`config.mk`:
```
export PLATFORM = sky130hd
export DESIGN_NAME = full_adder
export DESIGN_NICKNAME = d
export VERILOG_FILES = /design/src/rtl/full_adder.sv
export SDC_FILE = /design/constraint.sdc
export NUM_CORES = 1
export LEC_CHECK = 0
export ABC_AREA = 1
export CORE_AREA = 2 2 39 41
export DETAILED_ROUTE_END_ITERATION = 16
export DIE_AREA = 0 0 41 43
export DONT_BUFFER_PORTS = 1
export PLACE_DENSITY = 0.31
export SYNTH_ARGS = -nofsm -noshare
export SYNTH_HDL_FRONTEND = slang
export SYNTH_SLANG_ARGS = --single-unit
```
`constraint.sdc`:
```
create_clock -name clk -period 1.1 [get_ports clk]
set_clock_uncertainty 0.15 [all_clocks]
set_input_delay 0.055 -clock clk [delete_from_list [all_inputs] [get_ports clk]]
set_output_delay 0.055 -clock clk [all_outputs]
set_load 0.02 [all_outputs]
```
`src/rtl/full_adder.sv`:
```
// Registered WIDTH-bit ripple-carry adder built from full-adder bit cells.
// Optional overflow output and flop enabled by defining FULL_ADDER_OVF_EN.
module full_adder #(
  parameter int unsigned WIDTH = 1
) (
  input  logic             clk,
  input  logic             rst,
  input  logic             in_valid,
  input  logic [WIDTH-1:0] a,
  input  logic [WIDTH-1:0] b,
  input  logic             cin,
  output logic [WIDTH-1:0] sum,
  output logic             cout,
  output logic             out_valid
`ifdef FULL_ADDER_OVF_EN
  ,
  output logic             ovf
`endif
);

  logic [WIDTH:0]   carry;
  logic [WIDTH-1:0] sum_d;
  logic [WIDTH-1:0] sum_q;
  logic             cout_q;
  logic             valid_q;

  assign carry[0] = cin;

  for (genvar i = 0; i < WIDTH; i++) begin : g_cell
    assign sum_d[i]   = a[i] ^ b[i] ^ carry[i];
    assign carry[i+1] = (a[i] & b[i]) | (a[i] & carry[i]) | (b[i] & carry[i]);
  end

  // Result flops load only on a qualified edge, so X on idle inputs never enters state.
  always_ff @(posedge clk) begin
    if (rst) begin
      sum_q   <= '0;
      cout_q  <= 1'b0;
      valid_q <= 1'b0;
    end else begin
      valid_q <= in_valid;
      if (in_valid) begin
        sum_q  <= sum_d;
        cout_q <= carry[WIDTH];
      end
    end
  end

  assign sum       = sum_q;
  assign cout      = cout_q;
  assign out_valid = valid_q;

`ifdef FULL_ADDER_OVF_EN
  logic ovf_q;

  // Signed overflow: carry into the sign bit differs from carry out of it.
  always_ff @(posedge clk) begin
    if (rst) begin
      ovf_q <= 1'b0;
    end else if (in_valid) begin
      ovf_q <= carry[WIDTH] ^ carry[WIDTH-1];
    end
  end

  assign ovf = ovf_q;
`endif

endmodule

```
==> impl_metrics.env, run 1 <==
export IMPL_synthesis_area_sq_um=129
export IMPL_core_sq_um=1380
export IMPL_yosysWarnings=0
export IMPL_finalHoldViolations=0
export IMPL_die_width_um=41
export IMPL_r2r_end="sum"
export IMPL_drv_slew=0
export IMPL_holdPathStages=5
export IMPL_rsz0062_at_grt="no"
export IMPL_place_congestion=0.530
export IMPL_worst_slew_margin_rel_pct=86.8
export IMPL_syn_instance_count=17
export IMPL_timing_setup_tns_ns=0
export IMPL_multiInputGateArea_sq_um=53.8
export IMPL_antenna_cells=0
export IMPL_postCtsSetupRepairBufs=0
export IMPL_crit_type="flop to output port"
export IMPL_r2r_start="sum"
export IMPL_cp_max_fo=2
export IMPL_yosysMostFrequentCell="nor2_1"
export IMPL_max_vdd_ir_drop_mv=0.231
export IMPL_grt_pass1_wl_um=517
export IMPL_cts_hold_fix_buffers=2
export IMPL_setup_slack_ns=0.177
export IMPL_routed_wirelength_um=317
export IMPL_cp_data_arrival_time_ns=0.72
export IMPL_rrSetupSlack_ns=0.39
export IMPL_routed_via_density=3.10
export IMPL_drive_gt1_share_pct=20.0
export IMPL_row_count=14
export IMPL_path_buf_inv=1
export IMPL_postPlaceCellArea_sq_um=164
export IMPL_tightest_slew_ns=0.198
export IMPL_area_growth_syn_to_layout_pct=63.1
export IMPL_ys_seq_area_share_pct=46.6
export IMPL_cts_sinks=3
export IMPL_seqCellArea_sq_um=60.1
export IMPL_ioPinCount=9
export IMPL_maxCapViolations=0
export IMPL_numCtsBuffers=3
export IMPL_dieArea_sq_um=1760
export IMPL_firstDrtPassIters=1
export IMPL_slowest_delay_ns=0.33
export IMPL_cts_tree="built"
export IMPL_synth_commonest_cells="nor2_1 (5), inv_1 (4), nand2_1 (4)"
export IMPL_first_global_vias=165
export IMPL_async_flop_share_pct=0
export IMPL_hold_path_endpoint="cout"
export IMPL_hold_path_class="input pin to flop"
export IMPL_ant_nets=0
export IMPL_cp_start_kind="flop"
export IMPL_status="complete, no violations"
export IMPL_grt_total_usage_pct=4.71
export IMPL_grt_max_degree=6
export IMPL_post_cts_resized=0
export IMPL_worstSkewPairLatency_ns=0.23
export IMPL_worstPathRequired_ns=0.89
export IMPL_synth_edff_count=0
export IMPL_avgRoutedWirePerCell_um=7.73
export IMPL_yosys_cell_types_count=5
export IMPL_vias=127
export IMPL_power_leakage_nw=0.108
export IMPL_num_fill_cells=157
export IMPL_die_h_um=43
export IMPL_clockBufferDepth=2
export IMPL_io_buffers=0
export IMPL_final_area_sq_um=210
export IMPL_dp_cells=35
export IMPL_dp_slack_ns=0.0493
export IMPL_worst_path_dominant_cell_family="flip-flops"
export IMPL_clockRootBuffer="clkbuf_4"
export IMPL_nets=33
export IMPL_synth_area_leaders="dfxtp_1 (47%), fa_1 (16%), nor2_1 (15%)"
export IMPL_syn_nets=24
export IMPL_rr_worst_depth=2
export IMPL_setup_viol=0
export IMPL_drc=0
export IMPL_clk_pin_slew_ns=0.04
export IMPL_synthFlopType="dfxtp_1"
export IMPL_power_density_nw_per_um2=1750
export IMPL_hold_start="cin"
export IMPL_ys_seq_elements=3
export IMPL_path_cells="buf_4"
export IMPL_synth_top_area_share_pct=46.6
export IMPL_synth_top_cell_by_area="dfxtp_1"
export IMPL_start_util_pct=9.31
export IMPL_end_kind="output port"
export IMPL_antenna_found_initial=0
export IMPL_utilization_pct=15.2
export IMPL_fin_crit_sh_pct=83.9
export IMPL_gr_total_overflow=0
export IMPL_syn_avg_cell_area_sq_um=7.58
export IMPL_htree_levels=1
export IMPL_fin_crit_ns=0.923
export IMPL_fin_cells=41
export IMPL_slowest_stage="dfxtp_1"
export IMPL_timing_fmax_ghz=1.08
export IMPL_drt_initial_drc_count=0
[how the worst max path moves through the flow]
stage	slack [ns]	to	cells after the start	from
6_report	0.18	sum	1	sum
5_1_grt	0.16	sum	1	sum
4_1_cts	0.16	sum	1	sum
3_5_place_dp	0.05	sum	5	a
3_3_place_gp	0.1	sum	5	a
2_1_floorplan	0.14	sum	5	a
[state kept, by name, indices dropped and copies added, names as in the netlist]
name,count
cout,1
out_valid,1
sum,1
[cell type report]
type / count / share of cell area, %
flip-flops and latches: 3 / 28.6
multi-input cells: 10 / 25.6
repair buffers: 4 / 16.7
clock buffers: 4 / 12.5
well taps: 16 / 9.52
inverters: 4 / 7.14
[metal layers]
metal  global-route usage (%)  share of wire (%)  wire [um]
met1                     3.19                 30         95
met2                     7.81                 57        181
met3                     4.71                 12         39
met4                     2.00                  0          0
met5                        0                  0          0
[cell usage in the layout (no fill, tap or decap)]
cell type,instances
dlygate4sd3_1,2
nand2_1,4
clkbuf_4,3
fa_1,1
dfxtp_1,3
inv_1,4
buf_4,2
clkbuf_1,1
nor2_1,5
[cell families (layout without fill, tap and decap cells)]
kind of cell	after synthesis	in the layout	share of synthesized area, %
buf+inv	4	12	11.6
fa+ha+maj	1	1	15.5
flops	3	3	46.6
simple gates	9	9	26.2
[report_power, final]
group	total, W	internal, W	switching (W)
clock network	0.000197	0.000136	0.0000610
logic	0.0000467	0.0000216	0.0000251
registers	0.000124	0.000117	0.00000638
total	0.000368	0.000275	0.0000925
[stage by stage]
step / hold slack [ns] / power, W
2_1_floorplan: -0.0238 / 0.000150
3_3_place_gp: -0.0210 / 0.000163
3_5_place_dp: -0.0209 / 0.000166
4_1_cts: 0.0481 / 0.000382
5_1_grt: 0.105 / 0.000390
6_report: 0.0432 / 0.000368
Note: power is estimated with default switching activity, not from simulation.
==> run 2, diff against run 1 <==
clock period = 0.8 ns   (was 1.1 ns; I/O delays follow)
==> run 2 against run 1 <==
  * The flow now finishes with violations (negative setup slack)
  * First-iteration DRC count is 6 higher
  * Total power increased by 39%
  * Highest routed layer unchanged
  * Clock-buffer cell count unchanged
  * Largest cell class unchanged
  * Critical path depth unchanged
  * Final cell count unchanged
==> impl_metrics.env, run 2 (synthesized netlist as in run 1, its figures left out) <==
export IMPL_status="finished, violations left"
export IMPL_violations="negative setup slack"
export IMPL_cp_data_arrival_time_ns=0.67
export IMPL_die_h_um=43
export IMPL_slowest_stage="dfxtp_2"
export IMPL_avgRoutedWirePerCell_um=7.02
export IMPL_hold_start="cin"
export IMPL_fin_cells=41
export IMPL_area_growth_syn_to_layout_pct=75.7
export IMPL_clockRootBuffer="clkbuf_4"
export IMPL_holdPathStages=5
export IMPL_grt_max_degree=6
export IMPL_hold_path_class="input pin to flop"
export IMPL_cp_start_kind="flop"
export IMPL_finalHoldViolations=0
export IMPL_timing_fmax_ghz=1.16
export IMPL_fin_crit_ns=0.863
export IMPL_utilization_pct=16.4
export IMPL_power_leakage_nw=0.119
export IMPL_setup_slack_ns=-0.0634
export IMPL_max_vdd_ir_drop_mv=0.394
export IMPL_r2r_start="cout"
export IMPL_routed_via_density=3.07
export IMPL_power_density_nw_per_um2=2260
export IMPL_row_count=14
export IMPL_holdWs_ns=0.0253
export IMPL_p_clk_share_pct=53.0
export IMPL_setup_viol=2
export IMPL_worst_slew_margin_rel_pct=88.2
export IMPL_die_width_um=41
export IMPL_combPwrFrac_pct=13.5
export IMPL_nets=33
export IMPL_drt_initial_drc_count=6
export IMPL_place_congestion=0.525
export IMPL_firstDrtPassIters=4
export IMPL_path_buf_inv=1
export IMPL_cts_sinks=3
export IMPL_maxCapViolations=0
export IMPL_drive_gt1_share_pct=36.0
export IMPL_grt_total_usage_pct=4.51
export IMPL_postCtsSetupRepairBufs=0
export IMPL_power_switching_w=0.000127
export IMPL_hold_path_endpoint="cout"
export IMPL_grt_pass1_wl_um=448
export IMPL_worstPathRequired_ns=0.61
export IMPL_timing_setup_tns_ns=-0.126
export IMPL_worstSkewPairLatency_ns=0.24
export IMPL_dp_slack_ns=-0.205
export IMPL_cts_tree="built"
export IMPL_rsz0062_at_grt="yes"
export IMPL_core_sq_um=1380
export IMPL_cp_max_fo=2
export IMPL_tightest_slew_ns=0.177
export IMPL_io_buffers=0
export IMPL_start_util_pct=9.31
export IMPL_drc=0
export IMPL_vias=126
export IMPL_r2r_end="cout"
export IMPL_slowest_delay_ns=0.32
export IMPL_crit_type="flop to output port"
export IMPL_dpl_hpwl_um=231
export IMPL_clk_pin_slew_ns=0.04
export IMPL_p_seq_share_pct=33.5
export IMPL_swShare_pct=24.8
export IMPL_power_internal_w=0.000385
export IMPL_dp_cells=35
export IMPL_final_cell_mix="nor2_1 (5), nand2_1 (4), inv_1 (3), clkbuf_4 (3)"
export IMPL_antenna_found_initial=0
export IMPL_clockBufferDepth=2
export IMPL_numCtsBuffers=3
export IMPL_rr_worst_depth=2
export IMPL_gr_total_overflow=0
export IMPL_first_global_vias=145
export IMPL_dieArea_sq_um=1760
export IMPL_antenna_cells=0
export IMPL_routed_wirelength_um=288
export IMPL_end_kind="output port"
export IMPL_ant_nets=0
export IMPL_drv_slew=0
export IMPL_path_cells="buf_6"
export IMPL_final_common_cell="nor2_1"
export IMPL_fin_crit_sh_pct=108
export IMPL_htree_levels=1
export IMPL_rrSetupSlack_ns=0.09
export IMPL_ioPinCount=9
export IMPL_worst_path_dominant_cell_family="flip-flops"
[run 2: power by group through the flow]
stage | Sequential [W] | Clock [W] | Combinational, W
6_report | 0.000171 | 0.000271 | 0.0000692
4_1_cts | 0.000174 | 0.000287 | 0.0000704
2_1_floorplan | 0.000182 | 0 | 0.0000245
5_1_grt | 0.000173 | 0.000299 | 0.0000789
3_3_place_gp | 0.000172 | 0 | 0.0000524
3_5_place_dp | 0.000172 | 0 | 0.0000541
[run 2: through the flow]
stage / area (sq um) / total power [W]
2_1_floorplan: 129 / 0.000206
3_3_place_gp: 164 / 0.000224
3_5_place_dp: 164 / 0.000226
4_1_cts: 221 / 0.000531
5_1_grt: 226 / 0.000550
6_report: 226 / 0.000512
[run 2: cell type report]
class | instances | area [sq um]
inverters | 4 | 15.0
multi-input cells | 10 | 53.8
clock buffers | 4 | 26.3
flip-flops and latches | 3 | 66.3
well taps | 16 | 20.0
fillers | 162 | 1160
repair buffers | 4 | 45.0
[run 2: timing repair]
item,CTS,global route
gates resized for setup,5,3
hold buffers,2,0
hold endpoints to repair,3,0
setup endpoints to repair,3,6
[run 2: metal layers]
| layer | part of all wire, % | wire length, um | track usage [%] | up-vias |
|---|---|---|---|---|
| met5 | 0 | 0 | 0 | - |
| met4 | 0 | 0 | 6.00 | 0 |
| met3 | 9.0 | 26 | 4.71 | 0 |
| met2 | 56 | 161 | 5.63 | 7 |
| met1 | 35 | 100 | 2.88 | 57 |
| li1 | - | - | - | 62 |
[run 2: worst max-delay path by stage]
stage,startpoint,to,slack [ns],depth (start not counted)
after floorplan,a,sum,-0.14,5
after global placement,a,sum,-0.18,5
after detailed placement,a,sum,-0.21,5
after CTS,cout,cout,-0.08,1
after global routing,sum,sum,-0.1,1
final,cout,cout,-0.06,1
